$ cat src/rtl/serial_pkg.sv
// Shared serial definitions: UART FSM state encoding and 8N1 frame constants,
// common to the serial MMIO and the serial endpoint.
package serial_pkg;

  typedef enum logic [1:0] {
    UART_IDLE  = 2'd0,
    UART_START = 2'd1,
    UART_DATA  = 2'd2,
    UART_STOP  = 2'd3
  } uart_state_e;

  localparam int         FRAME_BITS = 8;
  localparam logic [2:0] LAST_BIT   = 3'(FRAME_BITS - 1);
  localparam logic       LINE_IDLE  = 1'b1;
  localparam logic       START_BIT  = 1'b0;
  localparam logic       STOP_BIT   = 1'b1;

endpackage

$ cat src/rtl/byte_fifo.sv
// First-word-fall-through byte FIFO; head is read combinationally from storage.
// Push when full is dropped even if a pop happens in the same cycle.
module byte_fifo
  import serial_pkg::*;
#(
  parameter int DEPTH = 4
) (
  input  logic                  clock,
  input  logic                  reset,
  input  logic                  push,
  input  logic [FRAME_BITS-1:0] data_in,
  input  logic                  pop,
  output logic [FRAME_BITS-1:0] data_out,
  output logic                  full,
  output logic                  empty
);

  localparam int AW = $clog2(DEPTH);
  localparam logic [AW:0] PTR_ONE = {{AW{1'b0}}, 1'b1};

  logic [FRAME_BITS-1:0] mem [DEPTH];
  logic [AW:0]           wr_ptr;
  logic [AW:0]           rd_ptr;
  logic                  push_ok;
  logic                  pop_ok;

  // Extra pointer MSB distinguishes full from empty when the indices match.
  assign empty   = (wr_ptr == rd_ptr);
  assign full    = (wr_ptr[AW] != rd_ptr[AW]) && (wr_ptr[AW-1:0] == rd_ptr[AW-1:0]);
  assign push_ok = push && !full;
  assign pop_ok  = pop && !empty;
  assign data_out = mem[rd_ptr[AW-1:0]];

  // NOTE: storage is reset so the combinational head reads 0 after reset
  // rather than X; the array is tiny, so the reset cost is negligible.
  always_ff @(posedge clock or negedge reset) begin
    if (!reset) begin
      wr_ptr <= '0;
      rd_ptr <= '0;
      for (int i = 0; i < DEPTH; i++) mem[i] <= '0;
    end else begin
      if (push_ok) begin
        mem[wr_ptr[AW-1:0]] <= data_in;
        wr_ptr              <= wr_ptr + PTR_ONE;
      end
      if (pop_ok) rd_ptr <= rd_ptr + PTR_ONE;
    end
  end

endmodule

$ cat src/rtl/serial_endpoint.sv
// UART endpoint bridging the processor serial MMIO to an 8N1 serial line,
// with TX/RX byte FIFOs and sticky overrun/framing error flags.
module serial_endpoint
  import serial_pkg::*;
#(
  parameter int CLKS_PER_BIT = 16,
  parameter int FIFO_DEPTH   = 4
) (
  input  logic                  clock,
  input  logic                  reset,
  input  logic [FRAME_BITS-1:0] cpu_data_in,
  input  logic                  cpu_wren_in,
  output logic                  cpu_ready_out,
  output logic [FRAME_BITS-1:0] cpu_data_out,
  output logic                  cpu_valid_out,
  input  logic                  cpu_rden_in,
  input  logic                  uart_rx_in,
  output logic                  uart_tx_out,
  output logic                  overrun_err_out,
  output logic                  framing_err_out
);

  localparam int               CNT_W     = $clog2(CLKS_PER_BIT);
  localparam logic [CNT_W-1:0] CNT_LAST  = CNT_W'(CLKS_PER_BIT - 1);
  localparam logic [CNT_W-1:0] CNT_HALF  = CNT_W'(CLKS_PER_BIT / 2 - 1);
  localparam logic [CNT_W-1:0] CNT_ONE   = CNT_W'(1);

  // ---------------- TX path ----------------
  uart_state_e           tx_state, tx_state_nxt;
  logic [CNT_W-1:0]      tx_cnt, tx_cnt_nxt;
  logic [2:0]            tx_idx, tx_idx_nxt;
  logic [FRAME_BITS-1:0] tx_shift, tx_shift_nxt;
  logic [FRAME_BITS-1:0] tx_head;
  logic                  tx_full, tx_empty, tx_pop, tx_line;

  byte_fifo #(.DEPTH(FIFO_DEPTH)) u_tx_fifo (
    .clock    (clock),
    .reset    (reset),
    .push     (cpu_wren_in),
    .data_in  (cpu_data_in),
    .pop      (tx_pop),
    .data_out (tx_head),
    .full     (tx_full),
    .empty    (tx_empty)
  );

  assign cpu_ready_out = !tx_full;

  // NOTE: every output of this block gets a default first, so no path
  // through the case leaves a signal unassigned and no latch is inferred.
  always_comb begin
    tx_state_nxt = tx_state;
    tx_cnt_nxt   = tx_cnt;
    tx_idx_nxt   = tx_idx;
    tx_shift_nxt = tx_shift;
    tx_pop       = 1'b0;
    tx_line      = LINE_IDLE;
    case (tx_state)
      UART_IDLE: begin
        if (!tx_empty) begin
          tx_pop       = 1'b1;
          tx_shift_nxt = tx_head;
          tx_cnt_nxt   = '0;
          tx_state_nxt = UART_START;
        end
      end
      UART_START: begin
        tx_line = START_BIT;
        if (tx_cnt == CNT_LAST) begin
          tx_cnt_nxt   = '0;
          tx_idx_nxt   = '0;
          tx_state_nxt = UART_DATA;
        end else tx_cnt_nxt = tx_cnt + CNT_ONE;
      end
      UART_DATA: begin
        tx_line = tx_shift[0];
        if (tx_cnt == CNT_LAST) begin
          tx_cnt_nxt   = '0;
          tx_shift_nxt = tx_shift >> 1;
          if (tx_idx == LAST_BIT) tx_state_nxt = UART_STOP;
          else tx_idx_nxt = tx_idx + 3'd1;
        end else tx_cnt_nxt = tx_cnt + CNT_ONE;
      end
      UART_STOP: begin
        tx_line = STOP_BIT;
        if (tx_cnt == CNT_LAST) begin
          tx_cnt_nxt = '0;
          if (!tx_empty) begin
            tx_pop       = 1'b1;
            tx_shift_nxt = tx_head;
            tx_state_nxt = UART_START;
          end else tx_state_nxt = UART_IDLE;
        end else tx_cnt_nxt = tx_cnt + CNT_ONE;
      end
      default: tx_state_nxt = UART_IDLE;
    endcase
  end

  // NOTE: state registers use non-blocking assignments so every flop samples
  // the pre-edge values regardless of statement order.
  // The line is registered, so it trails the FSM state by one cycle.
  always_ff @(posedge clock or negedge reset) begin
    if (!reset) begin
      tx_state    <= UART_IDLE;
      tx_cnt      <= '0;
      tx_idx      <= '0;
      tx_shift    <= '0;
      uart_tx_out <= LINE_IDLE;
    end else begin
      tx_state    <= tx_state_nxt;
      tx_cnt      <= tx_cnt_nxt;
      tx_idx      <= tx_idx_nxt;
      tx_shift    <= tx_shift_nxt;
      uart_tx_out <= tx_line;
    end
  end

  // ---------------- RX path ----------------
  uart_state_e           rx_state, rx_state_nxt;
  logic [CNT_W-1:0]      rx_cnt, rx_cnt_nxt;
  logic [2:0]            rx_idx, rx_idx_nxt;
  logic [FRAME_BITS-1:0] rx_shift, rx_shift_nxt;
  logic [1:0]            rx_sync;
  logic                  rx_bit, rx_full, rx_empty, rx_push;
  logic                  overrun_set, framing_set;

  assign rx_bit = rx_sync[1];

  byte_fifo #(.DEPTH(FIFO_DEPTH)) u_rx_fifo (
    .clock    (clock),
    .reset    (reset),
    .push     (rx_push),
    .data_in  (rx_shift),
    .pop      (cpu_rden_in),
    .data_out (cpu_data_out),
    .full     (rx_full),
    .empty    (rx_empty)
  );

  assign cpu_valid_out = !rx_empty;

  always_comb begin
    rx_state_nxt = rx_state;
    rx_cnt_nxt   = rx_cnt;
    rx_idx_nxt   = rx_idx;
    rx_shift_nxt = rx_shift;
    rx_push      = 1'b0;
    overrun_set  = 1'b0;
    framing_set  = 1'b0;
    case (rx_state)
      UART_IDLE: begin
        if (rx_bit == START_BIT) begin
          rx_cnt_nxt   = '0;
          rx_state_nxt = UART_START;
        end
      end
      UART_START: begin
        // Half-bit resample: a start bit that has gone high again was a glitch.
        if (rx_cnt == CNT_HALF) begin
          rx_cnt_nxt = '0;
          rx_idx_nxt = '0;
          rx_state_nxt = (rx_bit == START_BIT) ? UART_DATA : UART_IDLE;
        end else rx_cnt_nxt = rx_cnt + CNT_ONE;
      end
      UART_DATA: begin
        if (rx_cnt == CNT_LAST) begin
          rx_cnt_nxt   = '0;
          rx_shift_nxt = {rx_bit, rx_shift[FRAME_BITS-1:1]};
          if (rx_idx == LAST_BIT) rx_state_nxt = UART_STOP;
          else rx_idx_nxt = rx_idx + 3'd1;
        end else rx_cnt_nxt = rx_cnt + CNT_ONE;
      end
      UART_STOP: begin
        if (rx_cnt == CNT_LAST) begin
          rx_cnt_nxt   = '0;
          rx_state_nxt = UART_IDLE;
          if (rx_bit == STOP_BIT) begin
            rx_push     = !rx_full;
            overrun_set = rx_full;
          end else framing_set = 1'b1;
        end else rx_cnt_nxt = rx_cnt + CNT_ONE;
      end
      default: rx_state_nxt = UART_IDLE;
    endcase
  end

  always_ff @(posedge clock or negedge reset) begin
    if (!reset) begin
      rx_sync         <= 2'b11;
      rx_state        <= UART_IDLE;
      rx_cnt          <= '0;
      rx_idx          <= '0;
      rx_shift        <= '0;
      overrun_err_out <= 1'b0;
      framing_err_out <= 1'b0;
    end else begin
      rx_sync         <= {rx_sync[0], uart_rx_in};
      rx_state        <= rx_state_nxt;
      rx_cnt          <= rx_cnt_nxt;
      rx_idx          <= rx_idx_nxt;
      rx_shift        <= rx_shift_nxt;
      overrun_err_out <= overrun_err_out | overrun_set;
      framing_err_out <= framing_err_out | framing_set;
    end
  end

endmodule

$ cat config.mk
export PLATFORM = sky130hd
export DESIGN_NAME = serial_endpoint
export DESIGN_NICKNAME = d
export VERILOG_FILES = /design/src/rtl/serial_pkg.sv /design/src/rtl/byte_fifo.sv /design/src/rtl/serial_endpoint.sv
export SDC_FILE = /design/constraint.sdc
export NUM_CORES = 1
export LEC_CHECK = 0
export BUFFER_PORTS_ARGS = -buffer_cell sky130_fd_sc_hd__buf_2
export CAP_MARGIN = 15
export CORE_ASPECT_RATIO = 0.7
export CORE_MARGIN = 2
export CORE_UTILIZATION = 61
export CTS_CLUSTER_SIZE = 12
export DETAILED_ROUTE_END_ITERATION = 6
export HOLD_SLACK_MARGIN = 0.12
export PLACE_DENSITY = 0.78
export SYNTH_ARGS = -nofsm -noshare
export SYNTH_HDL_FRONTEND = slang
export SYNTH_HIERARCHICAL = 1
export SYNTH_SLANG_ARGS = --single-unit
$ cat constraint.sdc
create_clock -name clock -period 3.1 [get_ports clock]
set_input_delay 0.31 -clock clock [delete_from_list [all_inputs] [get_ports clock]]
set_output_delay 0.31 -clock clock [all_outputs]
set_load 0.02 [all_outputs]
==> impl_metrics.ini, run 1 <==
[status]
status = completed

[critical_path]
worst_ep_arrival_time_ns = 2.88
timing.critical_path.required_ns = 3.38
rrSetupSlack_ns = 0.50
worstPathMaxFanout = 12
cp-start-kind = flip-flop
crit_type = reg -> reg
endpoint_kind = flip-flop

[layout]
num_antenna_cells = 0
stdcell_count = 601
area.growth.synth_to_final_pct = 14.9
design.final.nets = 499
layout-drive-gt1-share_pct = 36.3

[global_routing]
grt_first_pass_wirelength_um = 19600
via_count_of_the_first_global_routing_pass = 3830
global_route.usage.total_pct = 25.0
grt_overflow = 0
grt_max_degree = 61
antenna_found_initial = 0

[synth]
synth_edf_count = 0
yosys.cell_types.count = 48
synth_top_cell_area_share_pct = 48.9
synth_most_common_cell = dfrtp_1
yosys-top-cells-count = 112 x dfrtp_1, 75 x mux2_2, 24 x nand2_1, 21 x ha_1, 20 x o21ai_0
yosysSeqAreaShare_pct = 50.3
ys_async_sr_fraction_pct = 100
yosys_warnings = 6
synth_area_leaders = dfrtp_1 49%, mux2_2 15%, mux4_2 6.3%
netlist_area_um2 = 5730
synth.net_count = 462
syn_area_per_cell_um2 = 13.4
synth-main-ff-cell = dfrtp_1
ys_ff_latch = 115
cells_after_synthesis = 428
synth_area_leader_cell = dfrtp_1

[die]
die_y_um = 85.1
design.core.area_um2 = 9110
dieWidth_um = 120
row_count = 29
num_io_pins = 26
initial_utilization_pct = 63.0
dieArea_um2 = 10200

[sta]
max_slew_margin_pct = 47.9
final-setup-viol-count = 0
drv_slew = 0
timing.clock.skew_ns = 0.0102
clock.fmax_mhz = 384
unrepaired_setup_endpoints_after_global_routing = no
timing_hold_violations_final = 0
final_period_minus_worst_setup_slack_ns = 2.60
layout_worst_path_cycle_share_pct = 84.0
finalSetupTns_ns = 0
tightestPinTransition_ns = 0.781

[routing]
wl_per_cell_um = 18.8
drtIter0Drc = 285
routed.top_layer = met4
postRouteAntennaNets = 0
route.layer.met1.wl_um = 5350
route.detailed.vias_per_inst = 5.98
met2WireLength_um = 5440
remaining_drc_errors = 0
wl_um = 11300
vias = 3595
met3RoutedLength_um = 387
drt_pre_antenna_iters = 4

[placement]
finalWeightedCongestion = 0.874
place_hpwl_um = 7460
port_buffers = 25
dp.cells = 568

[clock_network]
cts_tree = yes
cts_buffer_count = 17
clock_pin_slew_worst_setup_and_hold_paths_ns = 0.05
ctsLongestPathBuffers = 2
postCtsResizedCells = 0
cts.sinks = 115
clockRootBuffer = clkbuf_16
worst_skew_pair.late_latency_ns = 0.40
ctsHtreeMaxLevel = 4

[worst_hold_path]
worst_hold_path_type = in -> reg

[power]
ir_worst_vdd_mv = 0.656
power.leakage_nw = 2.94
power_density_nw_per_um2 = 1020

[flow_run]
cap_viol_max_count = 0
==> routing by layer <==
layer	track usage, %	up-vias
met5	0	-
met4	8.88	0
met3	6.65	10
met2	37.7	73
met1	35.4	1851
li1	-	1661
==> placed cells by master (no fill, tap or decap), types with 3 or more instances in the layout <==
cell type	instances
a31oi_4	8
clkinv_2	3
nor2_1	14
buf_4	4
mux2_2	75
nand3_1	11
ha_1	21
mux4_2	16
a31oi_1	4
dfrtp_1	112
o21ai_0	20
xnor2_2	4
clkinvlp_4	4
buf_2	24
nand4_1	3
xor2_1	6
nor2b_1	3
o31ai_1	4
nor3_1	11
nand2_1	24
xnor2_1	5
clkbuf_16	17
inv_1	14
o311ai_0	4
dfstp_2	3
a21oi_1	11
mux2i_1	7
==> worst max-delay path: stages (launching register included) <==
cell and delay (ns):
dfrtp_1 0.68, xor2_1 0.38, nor3_1 0.16, nor2_1 0.34, nand2_1 0.16, a31oi_4 0.36
mux2_2 0.40
==> kinds of logic after synthesis <==
| logic type | after synthesis | share of synthesized area [%] |
|---|---|---|
| and+or+nand+nor | 81 | 6.96 |
| DFF | 115 | 50.3 |
| muxes | 98 | 22.2 |
| buffers and inverters | 27 | 2.05 |
| xor gates and xnor gates | 17 | 3.77 |
| adders and majority gates | 21 | 4.58 |
| AOI/OAI and AO/OA | 69 | 10.1 |
==> flip-flops by register name, summed over array words and instances (netlist names), 3 cells and up, named ones only <==
| name | cells |
|---|---|
| u_tx_fifo/rd_ptr | 3 |
| u_tx_fifo/wr_ptr | 3 |
| u_rx_fifo/wr_ptr | 3 |
| u_rx_fifo/mem | 32 |
| rx_idx | 3 |
| rx_shift | 8 |
| tx_shift | 8 |
| u_tx_fifo/mem | 32 |
| u_rx_fifo/rd_ptr | 3 |
| tx_cnt | 4 |
| tx_idx | 3 |
| rx_cnt | 4 |
==> worst paths after layout <==
| kind | startpoint | end | depth (start not counted) |
|---|---|---|---|
| max | u_rx_fifo/rd_ptr[1] | u_rx_fifo/mem[29] | 6 |
| min reg2reg | rx_sync[0] | rx_sync[1] | 0 |
| max in group asynchronous | reset | rx_sync[0] | 3 |
| min in group asynchronous | reset | tx_state[0] | 2 |
| max reg2reg | u_rx_fifo/rd_ptr[1] | u_rx_fifo/mem[29] | 6 |
| min | cpu_data_in[0] | u_tx_fifo/mem[8] | 2 |
==> power by group <==
part           switching, W  leakage, nW  internal, W
registers          0.000461         1.47      0.00195
clock network      0.000680        0.272      0.00120
logic               0.00133         1.20      0.00110
total               0.00247         2.94      0.00425
==> metrics by stage <==
step                      power [W]  hold WS, ns  worst slack [ns]  area [um2]  utilization [%]
after floorplan             0.00427       0.0144             0.901        5730                -
after global placement      0.00466        0.354             0.653        5990             65.8
after detailed placement    0.00481        0.354             0.489        5990             65.8
after CTS                   0.00676        0.168             0.466        6590             72.3
after global routing        0.00715        0.183             0.269        6590             72.3
final                       0.00673        0.186             0.497        6590             72.3
==> area by class of cell <==
| type | instances | area [um2] |
|---|---|---|
| flip-flops and latches | 115 | 2880 |
| multi-input cells | 286 | 2740 |
| fillers | 604 | 2520 |
| clock buffers | 19 | 443 |
| repair buffers | 31 | 190 |
| well taps | 124 | 155 |
| clock inverters | 12 | 131 |
| inverters | 14 | 52.6 |
==> what timing repair did <==
action,in CTS,in global routing
setup endpoints to repair,0,0
buffers inserted,0,0
hold buffers,2,0
endpoints found under the hold margin,58,0
(Power assumes the default switching activity.)
==> run 2, diff against run 1 <==
CORE_UTILIZATION = 56   (was 61)
PLACE_DENSITY = 0.75   (was 0.78)
clock period = 2.2 ns   (was 3.1 ns; I/O delays follow)
==> run 2 against run 1 <==
  * Combinational power is 63% higher
  * First-iteration DRC count fell by 13%
  * Largest cell class unchanged
  * Clock power rose by 56%
  * Highest routed layer unchanged
==> impl_metrics.ini, run 2 (synthesis results as in run 1) <==
[layout]
layout-drive-gt1-share_pct = 39.5
multi_input_gate_area_um2 = 2740
final.fill_count = 658
reg.largest.list = u_rx_fifo/mem x32, u_tx_fifo/mem x32
most-common-layout-cells = 112 x dfrtp_1, 75 x mux2_2, 31 x buf_4
finalCoreUtilization_pct = 71.2
layout.cells.most_common = dfrtp_1
area.growth.synth_to_final_pct = 22.2
num_antenna_cells = 0
seqCellArea_um2 = 2880
design.final.nets = 538

[critical_path]
cp-start-kind = flip-flop
cpLargestDelayFamily = simple AND/OR/NAND/NOR gates
crit_type = reg -> reg
cp_slowest_stage_delay_ns = 0.36
critical_path.n_buffers_inverters = 1
rrSetupSlack_ns = 0.10
path_cells = ha_1 > nand3_1 > nor2_1 > nand2_1 > nor2_4 > nand2_1 > a31oi_4 > buf_12 > mux2_2
timing.critical_path.required_ns = 2.49
path_common_cell = nand2_1
worstPathMaxFanout = 8
worst_ep_arrival_time_ns = 2.39
endpoint_kind = flip-flop
cpMaxStageDelayCell = dfrtp_1

[sta]
clock.fmax_mhz = 477
finalSetupTns_ns = 0
timing_hold_violations_final = 0
drv_slew = 0
timing.clock.skew_ns = 0.00779
final-setup-viol-count = 0
layout_worst_path_cycle_share_pct = 95.3
max_slew_margin_pct = 54.9
final.setup.worst_slack_ns = 0.103
tightestPinTransition_ns = 0.673
final_period_minus_worst_setup_slack_ns = 2.10

[global_routing]
grt_first_pass_wirelength_um = 19500
grt_overflow = 0
antenna_found_initial = 0
global_route.usage.total_pct = 22.7
grt_max_degree = 45
via_count_of_the_first_global_routing_pass = 3802

[die]
row_count = 30
initial_utilization_pct = 58.3
die_y_um = 88.7
design.core.area_um2 = 9830
dieWidth_um = 125
dieArea_um2 = 11100
num_io_pins = 26

[routing]
postRouteAntennaNets = 0
route.detailed.vias_per_inst = 5.74
drt_pre_antenna_iters = 4
drtIter0Drc = 249
wl_um = 11700
remaining_drc_errors = 0
vias = 3705
wl_per_cell_um = 18.1

[clock_network]
cts_buffer_count = 17
cts_tree = yes
ctsLongestPathBuffers = 2
ctsHtreeMaxLevel = 4
clock_pin_slew_worst_setup_and_hold_paths_ns = 0.05
clockRootBuffer = clkbuf_16
worst_skew_pair.late_latency_ns = 0.41
cts.sinks = 115

[power]
power_density_nw_per_um2 = 1440
ir_worst_vdd_mv = 0.901
power.leakage_nw = 3.16
design_power_total_w = 0.0101

[placement]
port_buffers = 25
finalWeightedCongestion = 0.846
place_hpwl_um = 7840
pre_cts_slack_ns = 0.00158

[flow_run]
cap_viol_max_count = 0

[worst_hold_path]
worst_hold_path_type = in -> async

[status]
status = completed
==> run 2: changes by cell type in the layout (fill, tap and decap cells not counted), sizes merged <==
cell / previous run / this run
clkbuf: 19 / 20
dlygate4sd3: 2 / 12
bufinv: 2 / 4
buf: 29 / 58
clkinvlp: 4 / 3
inv: 16 / 15
==> run 2: power by group <==
part	internal (W)	total (W)	switching [W]
combinational	0.00183	0.00397	0.00214
clock	0.00196	0.00294	0.000982
sequential	0.00276	0.00321	0.000451
total	0.00654	0.0101	0.00358
==> run 2: path summary, 6_finish.rpt <==
| path | cells past startpoint | to | startpoint |
|---|---|---|---|
| min in group clock | 0 | rx_sync[1] | rx_sync[0] |
| max in group asynchronous | 3 | u_tx_fifo/mem[26] | reset |
| hold reg to reg | 0 | rx_sync[1] | rx_sync[0] |
| setup reg to reg | 9 | u_rx_fifo/mem[3] | rx_cnt[0] |
| setup / recovery | 9 | u_rx_fifo/mem[3] | rx_cnt[0] |
| hold / removal | 2 | u_tx_fifo/mem[0] | reset |
==> run 2: repair_timing <==
action	in CTS	in global routing
hold buffers	12	0
gates resized for setup	0	2
buffers inserted	2	1
setup endpoints to repair	1	32
endpoints found under the hold margin	75	0
==> run 2: through the flow <==
stage	instance area, um2	hold WS, ns	cells
4_1_cts	6980	0.364	644
2_1_floorplan	5730	-0.0756	428
3_3_place_gp	6190	0.244	598
6_report	7010	0.342	645
3_5_place_dp	6190	0.254	598
5_1_grt	7010	0.373	645
==> run 2: area by class of cell <==
| class | instances | area share [%] |
|---|---|---|
| sequential | 115 | 41.1 |
| multi-input combinational | 286 | 39.1 |
| timing repair buffer | 70 | 7.61 |
| clock buffer | 20 | 6.52 |
| clock inverter | 12 | 2.55 |
| tap | 128 | 2.29 |
| inverter | 14 | 0.750 |
==> run 2: worst register-to-register path, delay by kind of cell, from the launching register on <==
family	cells	cell delay [ns]
mux	1	0.35
compound gates	1	0.20
simple gates	5	0.74
buf+inv	1	0.16
flops	1	0.36
fa+ha+maj	1	0.18
==> run 2: per-layer routing <==
| layer | vias up | wire [um] | track usage [%] |
|---|---|---|---|
| met2 | 64 | 5430 | 35.3 |
| met3 | 21 | 503 | 6.35 |
| met5 | - | 0 | 0 |
| met1 | 1877 | 5540 | 31.1 |
| li1 | 1743 | - | - |
| met4 | 0 | 185 | 9.09 |
==> run 3, diff against run 2 <==
ABC_AREA = 1   (was default)
==> run 3 against run 2 <==
  * Synthesized area is 2.7% higher
  * Non-clock buffer count down 15
  * Setup slack gained 0.047 ns
  * Critical endpoint is now u_rx_fifo/mem[21]
  * Via count is 37% higher
  * Routed wire length grew 19%
  * Clock power down 12%
==> impl_metrics.ini, run 3 <==
[clock_network]
ctsHtreeMaxLevel = 4
cts_setup_buffers = 0
clockRootBuffer = clkbuf_16
ctsLongestPathBuffers = 2
cts_tree = yes
cts.sinks = 115
worst_skew_pair.late_latency_ns = 0.42
cts_buffer_count = 17
clock_pin_slew_worst_setup_and_hold_paths_ns = 0.06

[power]
ir_worst_vdd_mv = 0.763
power.leakage_nw = 3.53
power_density_nw_per_um2 = 1390

[global_routing]
grt_max_degree = 62
global_route.usage.total_pct = 26.1
antenna_found_initial = 0
grt_first_pass_wirelength_um = 23700
grt_overflow = 0
via_count_of_the_first_global_routing_pass = 4920

[sta]
unrepaired_setup_endpoints_after_global_routing = no
drv_slew = 0
finalSetupTns_ns = 0
final-setup-viol-count = 0
final_period_minus_worst_setup_slack_ns = 2.05
max_slew_margin_pct = 64.0
timing.clock.skew_ns = 0.00824
tightestPinTransition_ns = 0.539
timing_hold_violations_final = 0
clock.fmax_mhz = 488
final.setup.worst_slack_ns = 0.150
hold_slack_ns = 0.273
layout_worst_path_cycle_share_pct = 93.2

[placement]
place_hpwl_um = 8990
port_buffers = 25
finalWeightedCongestion = 0.874
pre_cts_slack_ns = 0.223

[critical_path]
cp_slowest_stage_delay_ns = 0.39
endpoint_kind = flip-flop
timing.critical_path.required_ns = 2.50
crit_type = reg -> reg
path_cells = ha_1 > nand3_4 > nor2_1 > inv_1 > nor3_2 > buf_4 > nand3_1 > nand2_1 > nand2_1
path_common_cell = nand2_1
worstPathMaxFanout = 12
worst_ep_arrival_time_ns = 2.35
cpMaxStageDelayCell = dfrtp_1
critical_path.n_buffers_inverters = 2
cp-start-kind = flip-flop
cpLargestDelayFamily = simple AND/OR/NAND/NOR gates

[die]
row_count = 31
dieWidth_um = 127
design.core.area_um2 = 10300
dieArea_um2 = 11400
num_io_pins = 26
die_y_um = 89.8
initial_utilization_pct = 57.3

[status]
status = completed

[synth]
synth_area_leader_cell = dfrtp_1
yosysSeqAreaShare_pct = 48.9
synth_top_cell_area_share_pct = 47.6
yosys.cell_types.count = 33
yosys_warnings = 6
synth_edf_count = 0
netlist_area_um2 = 5890
cells_after_synthesis = 699
yosys-top-cells-count = 226 x nand2_1, 112 x dfrtp_1, 66 x nand4_1, 46 x o21ai_0, 43 x nor2_1
synth_area_leaders = dfrtp_1 48%, nand2_1 14%, nand4_1 7.0%
synth.net_count = 733
ys_async_sr_fraction_pct = 100
syn_area_per_cell_um2 = 8.42
ys_ff_latch = 115
synth-main-ff-cell = dfrtp_1
synth_most_common_cell = nand2_1

[routing]
route.detailed.vias_per_inst = 5.78
wl_um = 13900
drtIter0Drc = 822
remaining_drc_errors = 0
drt_pre_antenna_iters = 5
postRouteAntennaNets = 0
wl_per_cell_um = 15.8
vias = 5089

[layout]
area.growth.synth_to_final_pct = 15.4
num_antenna_cells = 0
most-common-layout-cells = 226 x nand2_1, 112 x dfrtp_1, 66 x nand4_1
layout.cells.most_common = nand2_1
finalCoreUtilization_pct = 66.1
reg.largest.list = u_rx_fifo/mem x32, u_tx_fifo/mem x32
layout-drive-gt1-share_pct = 13.6
design.final.nets = 770

[worst_hold_path]
worst_hold_path_type = in -> async

[flow_run]
cap_viol_max_count = 0
-- run 3: cell types whose count changed after synthesis, moves of 8 or more --
cell      delta
a31oi_4      -8
clkbuf_1     +8
inv_1       +24
mux2_2      -75
mux4_2      -16
nand2_1    +202
nand3_1     +20
nand4_1     +63
nor2_1      +29
nor3_1       -9
o21ai_0     +26
o21ai_1     +13
o22ai_1     +15
-- run 3: worst paths after layout --
check                       startpoint  depth (start not counted)                  end  slack, ns
max                          rx_cnt[0]                          9    u_rx_fifo/mem[21]       0.15
min                              reset                          2  u_tx_fifo/wr_ptr[1]       0.27
max reg2reg                  rx_cnt[0]                          9    u_rx_fifo/mem[21]       0.15
min reg2reg                 rx_sync[0]                          0           rx_sync[1]       0.36
max in group asynchronous        reset                          3          uart_tx_out       1.16
min in group clock         cpu_wren_in                          3    u_tx_fifo/mem[10]       0.31
-- run 3: cell families after synthesis --
logic type      Yosys count  share of synthesized area [%]
compound gates           87                           8.24
flops                   115                           48.9
fa+ha+maj                21                           4.46
xor+xnor                  6                           1.15
buf+inv                  80                           6.63
simple gates            383                           29.4
mux                       7                           1.19
-- run 3: final cells by class --
type | instances | area, um2
sequential | 115 | 2880
clock buffer | 19 | 453
timing repair buffer | 55 | 393
clock inverter | 13 | 111
multi-input combinational | 504 | 2630
inverter | 43 | 161
fill | 797 | 3480
tap | 132 | 165
-- run 3: through the flow --
| step | total power (W) | std cells | instance area [um2] |
|---|---|---|---|
| finish | 0.00944 | 881 | 6790 |
| global route | 0.0101 | 881 | 6790 |
| CTS | 0.00941 | 881 | 6790 |
| global placement | 0.00656 | 838 | 6110 |
| floorplan | 0.00589 | 699 | 5890 |
| detailed placement | 0.00673 | 838 | 6110 |
-- run 3: report_power, final --
group | internal [W] | leakage, nW | switching [W]
clock network | 0.00160 | 0.270 | 0.000994
logic | 0.00128 | 1.75 | 0.00242
registers | 0.00270 | 1.51 | 0.000440
total | 0.00558 | 3.53 | 0.00386
-- run 3: what timing repair did --
action                                  CTS  global route
endpoints found under the hold margin    63             0
gates resized for setup                   0             1
endpoints found under the setup margin    0             1
hold buffers                             11             0
-- run 3: per-layer routing --
layer	vias up	GRT usage [%]	part of all wire (%)
met3	20	7.68	7.8
li1	2428	-	-
met2	203	37.3	44
met1	2438	38.3	47
met5	-	0	0
met4	0	8.06	1.5
